`config.mk`:
```
export PLATFORM = sky130hd
export DESIGN_NAME = mmio_io_responder
export DESIGN_NICKNAME = d
export VERILOG_FILES = /design/src/rtl/mmio_io_pkg.sv /design/src/rtl/mmio_io_responder_sync_fifo.sv /design/src/rtl/mmio_io_responder.sv
export SDC_FILE = /design/constraint.sdc
export NUM_CORES = 1
export LEC_CHECK = 0
export ABC_AREA = 1
export BUFFER_PORTS_ARGS = -buffer_cell sky130_fd_sc_hd__buf_4
export CAP_MARGIN = 30
export CORE_MARGIN = 8
export CORE_UTILIZATION = 33
export DETAILED_ROUTE_END_ITERATION = 10
export PLACE_DENSITY = 0.57
export SLEW_MARGIN = 0
export SYNTH_ARGS = -nofsm -noshare
export SYNTH_HDL_FRONTEND = slang
export SYNTH_SLANG_ARGS = --single-unit
```
`constraint.sdc`:
```
create_clock -name clk -period 15.1 [get_ports clk]
set_clock_uncertainty 0.2 [all_clocks]
set_input_delay 4.53 -clock clk [delete_from_list [all_inputs] [get_ports clk]]
set_output_delay 4.53 -clock clk [all_outputs]
set_load 0.02 [all_outputs]
```
`src/rtl/mmio_io_pkg.sv`:
```
// Shared constants for the MMIO I/O responder: register word offsets and STATUS bit layout.
package mmio_io_pkg;

   localparam logic [1:0] OFF_TXDATA = 2'd0;
   localparam logic [1:0] OFF_STATUS = 2'd1;
   localparam logic [1:0] OFF_PORTIN = 2'd2;
   localparam logic [1:0] OFF_CTRL   = 2'd3;

   localparam int unsigned ST_FULL      = 0;
   localparam int unsigned ST_EMPTY     = 1;
   localparam int unsigned ST_COUNT_LSB = 2;
   localparam int unsigned ST_COUNT_W   = 5;
   localparam int unsigned ST_OVERFLOW  = 8;
   localparam int unsigned ST_CHANGE    = 9;

   localparam int unsigned CTRL_CLR_OVF = 0;
   localparam int unsigned CTRL_CLR_CHG = 1;

endpackage

```
`src/rtl/mmio_io_responder_sync_fifo.sv`:
```
// Synchronous FIFO with count; a push into a full FIFO is accepted only alongside a pop.
module sync_fifo #(
   parameter int unsigned DATA_WIDTH = 32,
   parameter int unsigned FIFO_DEPTH = 4
) (
   input  logic                          clk,
   input  logic                          reset,
   input  logic                          push,
   input  logic                          pop,
   input  logic [DATA_WIDTH-1:0]         wrData,
   output logic                          full,
   output logic                          empty,
   output logic [$clog2(FIFO_DEPTH):0]   count,
   output logic [DATA_WIDTH-1:0]         head
);

   localparam int unsigned PW = $clog2(FIFO_DEPTH);
   localparam int unsigned CW = PW + 1;

   logic [DATA_WIDTH-1:0] mem [FIFO_DEPTH];
   logic [PW-1:0]         wrPtr;
   logic [PW-1:0]         rdPtr;
   logic [CW-1:0]         cnt;
   logic                  doPush;
   logic                  doPop;

   assign empty  = (cnt == '0);
   assign full   = (cnt == CW'(FIFO_DEPTH));
   assign doPop  = pop && !empty;
   assign doPush = push && (!full || doPop);
   assign count  = cnt;
   assign head   = mem[rdPtr];

   // Pointers wrap naturally because the depth is a power of two.
   always_ff @(posedge clk) begin
      if (reset) begin
         wrPtr <= '0;
         rdPtr <= '0;
         cnt   <= '0;
      end else begin
         if (doPush) wrPtr <= wrPtr + 1'b1;
         if (doPop)  rdPtr <= rdPtr + 1'b1;
         if (doPush && !doPop)      cnt <= cnt + 1'b1;
         else if (doPop && !doPush) cnt <= cnt - 1'b1;
      end
   end

   always_ff @(posedge clk) begin
      if (doPush) mem[wrPtr] <= wrData;
   end

endmodule

```
`src/rtl/mmio_io_responder.sv`:
```
// Memory-mapped I/O responder: TXDATA store FIFO, STATUS/PORTIN loads, CTRL sticky-flag clears.
// Optional PortIn change detect (STATUS bit9) is enabled by defining MMIO_PORTIN_CHANGE_EN.
module mmio_io_responder
   import mmio_io_pkg::*;
#(
   parameter int unsigned DATA_WIDTH = 32,
   parameter int unsigned FIFO_DEPTH = 4,
   parameter logic [15:0] BASE_ADDR  = 16'hFF00
) (
   input  logic                  clk,
   input  logic                  reset,
   input  logic [15:0]           Address,
   input  logic [DATA_WIDTH-1:0] WriteData,
   input  logic                  MemWrite,
   input  logic                  MemRead,
   output logic [DATA_WIDTH-1:0] ReadData,
   output logic                  Hit,
   input  logic [7:0]            PortIn,
   output logic [DATA_WIDTH-1:0] PortOut,
   output logic                  PortOutValid,
   input  logic                  PortOutReady
);

   localparam int unsigned CW = $clog2(FIFO_DEPTH) + 1;

   logic [1:0]            wordSel;
   logic                  wrTx;
   logic                  wrCtrl;
   logic                  popReq;
   logic                  full;
   logic                  empty;
   logic [CW-1:0]         count;
   logic [DATA_WIDTH-1:0] head;
   logic                  overflow;
   logic                  changeFlag;
   logic [7:0]            syncMeta;
   logic [7:0]            syncPin;
   logic [DATA_WIDTH-1:0] status;
   logic                  unusedAddr;

   assign Hit        = (Address[15:4] == BASE_ADDR[15:4]);
   assign wordSel    = Address[3:2];
   assign unusedAddr = ^Address[1:0];
   assign wrTx       = MemWrite && Hit && (wordSel == OFF_TXDATA);
   assign wrCtrl     = MemWrite && Hit && (wordSel == OFF_CTRL);

   assign PortOutValid = !empty;
   assign popReq       = PortOutReady;
   assign PortOut      = PortOutValid ? head : '0;

   sync_fifo #(
      .DATA_WIDTH (DATA_WIDTH),
      .FIFO_DEPTH (FIFO_DEPTH)
   ) outFifo (
      .clk    (clk),
      .reset  (reset),
      .push   (wrTx),
      .pop    (popReq),
      .wrData (WriteData),
      .full   (full),
      .empty  (empty),
      .count  (count),
      .head   (head)
   );

   // A push into a full FIFO is only dropped when no pop frees a slot that cycle.
   always_ff @(posedge clk) begin
      if (reset) begin
         overflow <= 1'b0;
      end else if (wrTx && full && !(PortOutReady && !empty)) begin
         overflow <= 1'b1;
      end else if (wrCtrl && WriteData[CTRL_CLR_OVF]) begin
         overflow <= 1'b0;
      end
   end

   always_ff @(posedge clk) begin
      if (reset) begin
         syncMeta <= '0;
         syncPin  <= '0;
      end else begin
         syncMeta <= PortIn;
         syncPin  <= syncMeta;
      end
   end

`ifdef MMIO_PORTIN_CHANGE_EN
   logic [7:0] prevPin;

   always_ff @(posedge clk) begin
      if (reset) begin
         prevPin    <= '0;
         changeFlag <= 1'b0;
      end else begin
         prevPin <= syncPin;
         if (syncPin != prevPin)
            changeFlag <= 1'b1;
         else if (wrCtrl && WriteData[CTRL_CLR_CHG])
            changeFlag <= 1'b0;
      end
   end
`else
   assign changeFlag = 1'b0;
`endif

   always_comb begin
      status                          = '0;
      status[ST_FULL]                 = full;
      status[ST_EMPTY]                = empty;
      status[ST_COUNT_LSB +: CW]      = count;
      status[ST_OVERFLOW]             = overflow;
      status[ST_CHANGE]               = changeFlag;
   end

   always_comb begin
      ReadData = '0;
      if (MemRead && Hit) begin
         case (wordSel)
            OFF_STATUS: ReadData = status;
            OFF_PORTIN: ReadData = DATA_WIDTH'(syncPin);
            default:    ReadData = '0;
         endcase
      end
   end

endmodule

```
# Word level (Yosys, flattened, before mapping)
# Memory sizes are Yosys's and may differ from the RTL's. A register that Yosys moved wholly into a read port is not among the register bits.
# Cells that the tools add are included.
# Widths: inputs -> output; s select.
# totals
ram_bits,128
register_bits,24
n_memories,1
out_inout_bits,66
wordCells,47
# op_classes
n_mux,11
n_reduce_logical,20
addsub,4
eq_ne,5
# memory_table
name,depth,width,read_ports,rd_ports_with_merged_regs,wr,line,text
outFifo.mem,4,32,1,1,1,mmio_io_responder_sync_fifo.sv:20,logic [DATA_WIDTH-1:0] mem [FIFO_DEPTH];
# ops
cell,n
$mux 32,1
$pmux 9 s2,1
$eq 12x12->1 const B,1
$logic_and 1x1->1,11
$mux 9,1
$mux 3,2
$add 2x1->2 const B,2
$eq 2x2->1 const B,2
$logic_not 1->1,4
$mux 1,4
$mux 2,2
$reduce_bool 2->1,2
$add 3x1->3 const B,1
$eq 3x3->1 const B,1
$logic_not 3->1,1
$sub 3x1->3 const B,1
$eq 2x1->1 const B,1
$logic_not 2->1,1
$logic_or 1x1->1,1

# Depth between registers and ports, before layout
# logic_depth
depth_word,9
depth_mapped,13
ltp_nobuf,13

# By module
# A second synthesis with hierarchy kept.
# hier_totals
cells_unflattened,583
area_unflattened_um2,6501.2
# modules_own_cells
module,instances,cells_each,area_each_um2
sync_fifo,1,381,5277.6
mmio_io_responder,1,202,1223.7

# Worst setup path before layout
# No wires, ideal clock.
# synth_timing
path_kind,input to output
start,input Address[7]
end,output ReadData[0]
cell_stages,7
arrival_ns,5.456
path_buffers,0
required_ns,10.370
setup_slack_ns,4.914
cell_sequence,nor2_1 nand2_1 nor2_2 nand2_1 nor2_1 nand2_2 a21oi_1
# synth_via
elab_chain_len,3
# synth_lines
item,line,text
"start, declared",mmio_io_responder.sv:12,"input logic [15:0] Address,"
$eq 12x12->1,mmio_io_responder.sv:41,assign Hit = (Address[15:4] == BASE_ADDR[15:4]);
$logic_and 1x1->1,mmio_io_responder.sv:117,if (MemRead && Hit) begin
$mux 9,mmio_io_responder.sv:117,
"end, declared",mmio_io_responder.sv:16,"output logic [DATA_WIDTH-1:0] ReadData,"
# No other way between the ends.

# Worst setup path after layout
# Ends and elaborated chain as after synthesis.

==> impl_metrics.py <==
metrics = {
    "global_route": {
        "grt_max_degree": 65,
        "grt_pass1_vias": 4400,
        "grt_usage_pct": 12.2,
        "grt.busiest_layer": "met2",
        "antenna_found_initial": 0,
        "globalRouteMet1Util_pct": 14.0,
        "gr-total-overflow": 0,
        "grt_pass1_wl_mm": 22.5,
        "grt_util_met2_pct": 20.6,
        "met3_usage_pct": 4.36,
    },
    "final_layout": {
        "antenna_cells": 0,
        "drive_gt1_share_pct": 22.1,
        "final_cell_area_um2": 7910,
        "final_core_util_pct": 41.2,
        "final_common_cell": "nor2_1",
        "layout.cells.non_filler": 954,
        "area_growth_syn_to_layout_pct": 24.2,
        "nets": 748,
        "final_cell_mix": "160 x nor2_1, 128 x edfxtp_1, 108 x buf_4",
    },
    "routing": {
        "drtIter0Drc": 161,
        "postRouteAntennaNets": 0,
        "drt-pass1-iter-count": 5,
        "num_vias": 4234,
        "drc": 0,
        "drt_wl_total_mm": 14.4,
        "detail_route.wl_per_cell_um": 15.1,
        "via_per_inst": 4.44,
    },
    "flow_run": {
        "maxCapViolations": 0,
    },
    "logic_synthesis": {
        "netlist_area_um2": 6370,
        "yosys-top-cells-area": "edfxtp_1 60%, nor2_1 9.4%, dfxtp_1 8.2%",
        "yosys_register_bits": 154,
        "synthCells": 575,
        "syn_avg_cell_area_um2": 11.1,
        "synth_area_leader_cell": "edfxtp_1",
        "yosysWarnings": 0,
        "ys_seq_area_share_pct": 68.5,
        "ys_types": 23,
        "synth_top_area_share_pct": 60.4,
    },
    "setup_path": {
        "cp_max_fo": 6,
        "crit_start": "Address[7]",
        "crit_path_end_kind": "primary output",
        "reg2reg_from": "outFifo.count[2]$_SDFFE_PP0P_",
        "max_stage_delay_ns": 0.17,
        "crit_type": "in -> out",
        "cp-start-kind": "input port",
        "cp_top_family": "simple AND/OR/NAND/NOR gates",
        "crit_arrival_ns": 5.65,
        "worstPathRequired_ns": 10.37,
        "crit_slowest_cell": "nor2_1",
        "r2r_cells": 12,
        "critical_path.cell_chain": "buf_4 > nor2_1 > nand2_1 > nor2_2 > nand2_1 > nor2_1 > nand2_2 > a21oi_1 > buf_4",
        "r2r_end": "outFifo.count[2]$_SDFFE_PP0P_",
        "r2r_slack_ns": 12.63,
        "worst-path-buf-inv": 2,
    },
    "sta": {
        "rsz0062_at_grt": "no",
        "final-max-slew-violation-count": 0,
        "final_hold_viol_count": 0,
        "post-route-period-util_pct": 68.8,
        "holdWs_ns": 0.202,
        "worstMarginPinSlew_ns": 0.834,
        "max_slew_margin_pct": 44.4,
        "setup_viol": 0,
        "period_needed_ns": 10.38,
        "final.setup.worst_slack_ns": 4.72,
        "clock.fmax_mhz": 96.3,
        "finalSetupTns_ns": 0,
    },
    "floorplan": {
        "ios": 127,
        "die_w_um": 155,
        "die_h_um": 155,
        "die-area_um2": 24000,
        "initial_utilization_pct": 33.2,
        "rows": 51,
        "core_um2": 19200,
    },
    "clock_network": {
        "cts_root_buffer": "clkbuf_16",
        "clk_pin_slew_ns": 0.06,
        "numCtsBuffers": 17,
        "hold_buffers": 0,
        "clk_latency_ns": 0.41,
        "cts_setup_buffers": 0,
        "cts_resized": 0,
        "htreeDepth": 4,
        "clockBufferDepth": 2,
        "cts_tree": "done",
        "cts_sinks": 154,
    },
    "min_path": {
        "hold_class": "reg -> reg",
        "hold_depth": 2,
        "min_to": "syncPin[3]$_SDFF_PP0_",
        "min-delay-start": "syncMeta[3]$_SDFF_PP0_",
    },
    "placed_design": {
        "place_ws_ns": 4.71,
        "gp_congestion": 0.771,
        "post-place-cells": 922,
        "port-buffer-count": 101,
        "dpl_cell_area_um2": 7310,
        "hpwl_mm": 8.75,
    },
    "pwr": {
        "p_seq_share_pct": 39.9,
        "power_leakage_nw": 3.02,
        "power.internal_mw": 0.820,
        "p_sw_mw": 0.376,
        "power_mw": 1.20,
        "ir_worst_vdd_uv": 76.2,
        "comb_power_share_pct": 26.2,
        "power_density_nw_per_um2": 151,
        "clkPwrFrac_pct": 33.9,
        "sw_frac_of_total_pct": 31.4,
    },
    "status": {
        "status": "completed",
    },
}
[how the worst max path moves through the flow]
stage                       end  slack [ns]  cells after the start
floorplan           ReadData[0]        4.91                      7
detailed placement  ReadData[0]        4.71                      9
CTS                 ReadData[0]        4.70                      9
global route        ReadData[1]        4.53                      9
global placement    ReadData[1]        4.72                      9
finish              ReadData[0]        4.72                      9
[Yosys cell counts]
cell type  count
inv_1         43
buf_4         30
buf_2          8
nand4_2        1
conb_1         1
o21ai_0       62
a21oi_1       44
nor3_4         1
nand4_1        5
nor3b_1        4
ha_1           9
edfxtp_1     128
nand2_2        1
nand3_1        2
o21ai_1        7
buf_1          2
nor2_1       160
nor2_2         4
fa_1           1
clkbuf_1       8
nand2_1       27
dfxtp_1       26
clkinv_1       1
[kinds of logic after synthesis]
logic type               count (synthesis)  synth area share (%)
other                                    1                0.0589
AND/OR/NAND/NOR                        205                  13.1
AO/OA/AOI/OAI                          113                  8.88
buffers and inverters                   92                  7.35
adder cells (fa/ha/maj)                 10                  2.08
flip-flops                             154                  68.5
[worst register-to-register path, delay by kind of cell (launching register included)]
kind / cells / cell delay (ns)
DFF: 1 / 0.36
and+or+nand+nor: 5 / 0.54
buffers and inverters: 3 / 0.59
adders and majority gates: 2 / 0.53
AOI/OAI and AO/OA: 2 / 0.18
[area by class of cell]
type | count | area (µm²)
Sequential cell | 154 | 4370
Timing Repair Buffer | 109 | 831
Multi-Input combinational cell | 351 | 1640
Tap cell | 265 | 332
Clock buffer | 17 | 425
Fill cell | 1811 | 11300
Inverter | 44 | 165
Clock inverter | 14 | 149
[sequential cells by signal, summed over array words and instances (netlist names), named ones only]
register       cells
outFifo.count      3
outFifo.mem      128
outFifo.rdPtr      2
outFifo.wrPtr      2
overflow           1
syncMeta           8
syncPin            8
[power by group through the flow]
stage          Combinational (mW)  Clock [mW]  Sequential (mW)
3_5_place_dp                0.315           0            0.487
4_1_cts                     0.316       0.416            0.478
3_3_place_gp                0.311           0            0.486
6_report                    0.313       0.406            0.477
5_1_grt                     0.344       0.431            0.479
2_1_floorplan               0.197           0            0.481
[layer usage]
| layer | wire length, µm | vias to the layer above |
|---|---|---|
| li1 | - | 2098 |
| met1 | 6030 | 1993 |
| met2 | 7050 | 131 |
| met3 | 1150 | 12 |
| met4 | 163 | 0 |
| met5 | 0 | - |
No activity file was read; power rests on OpenSTA's default activity.
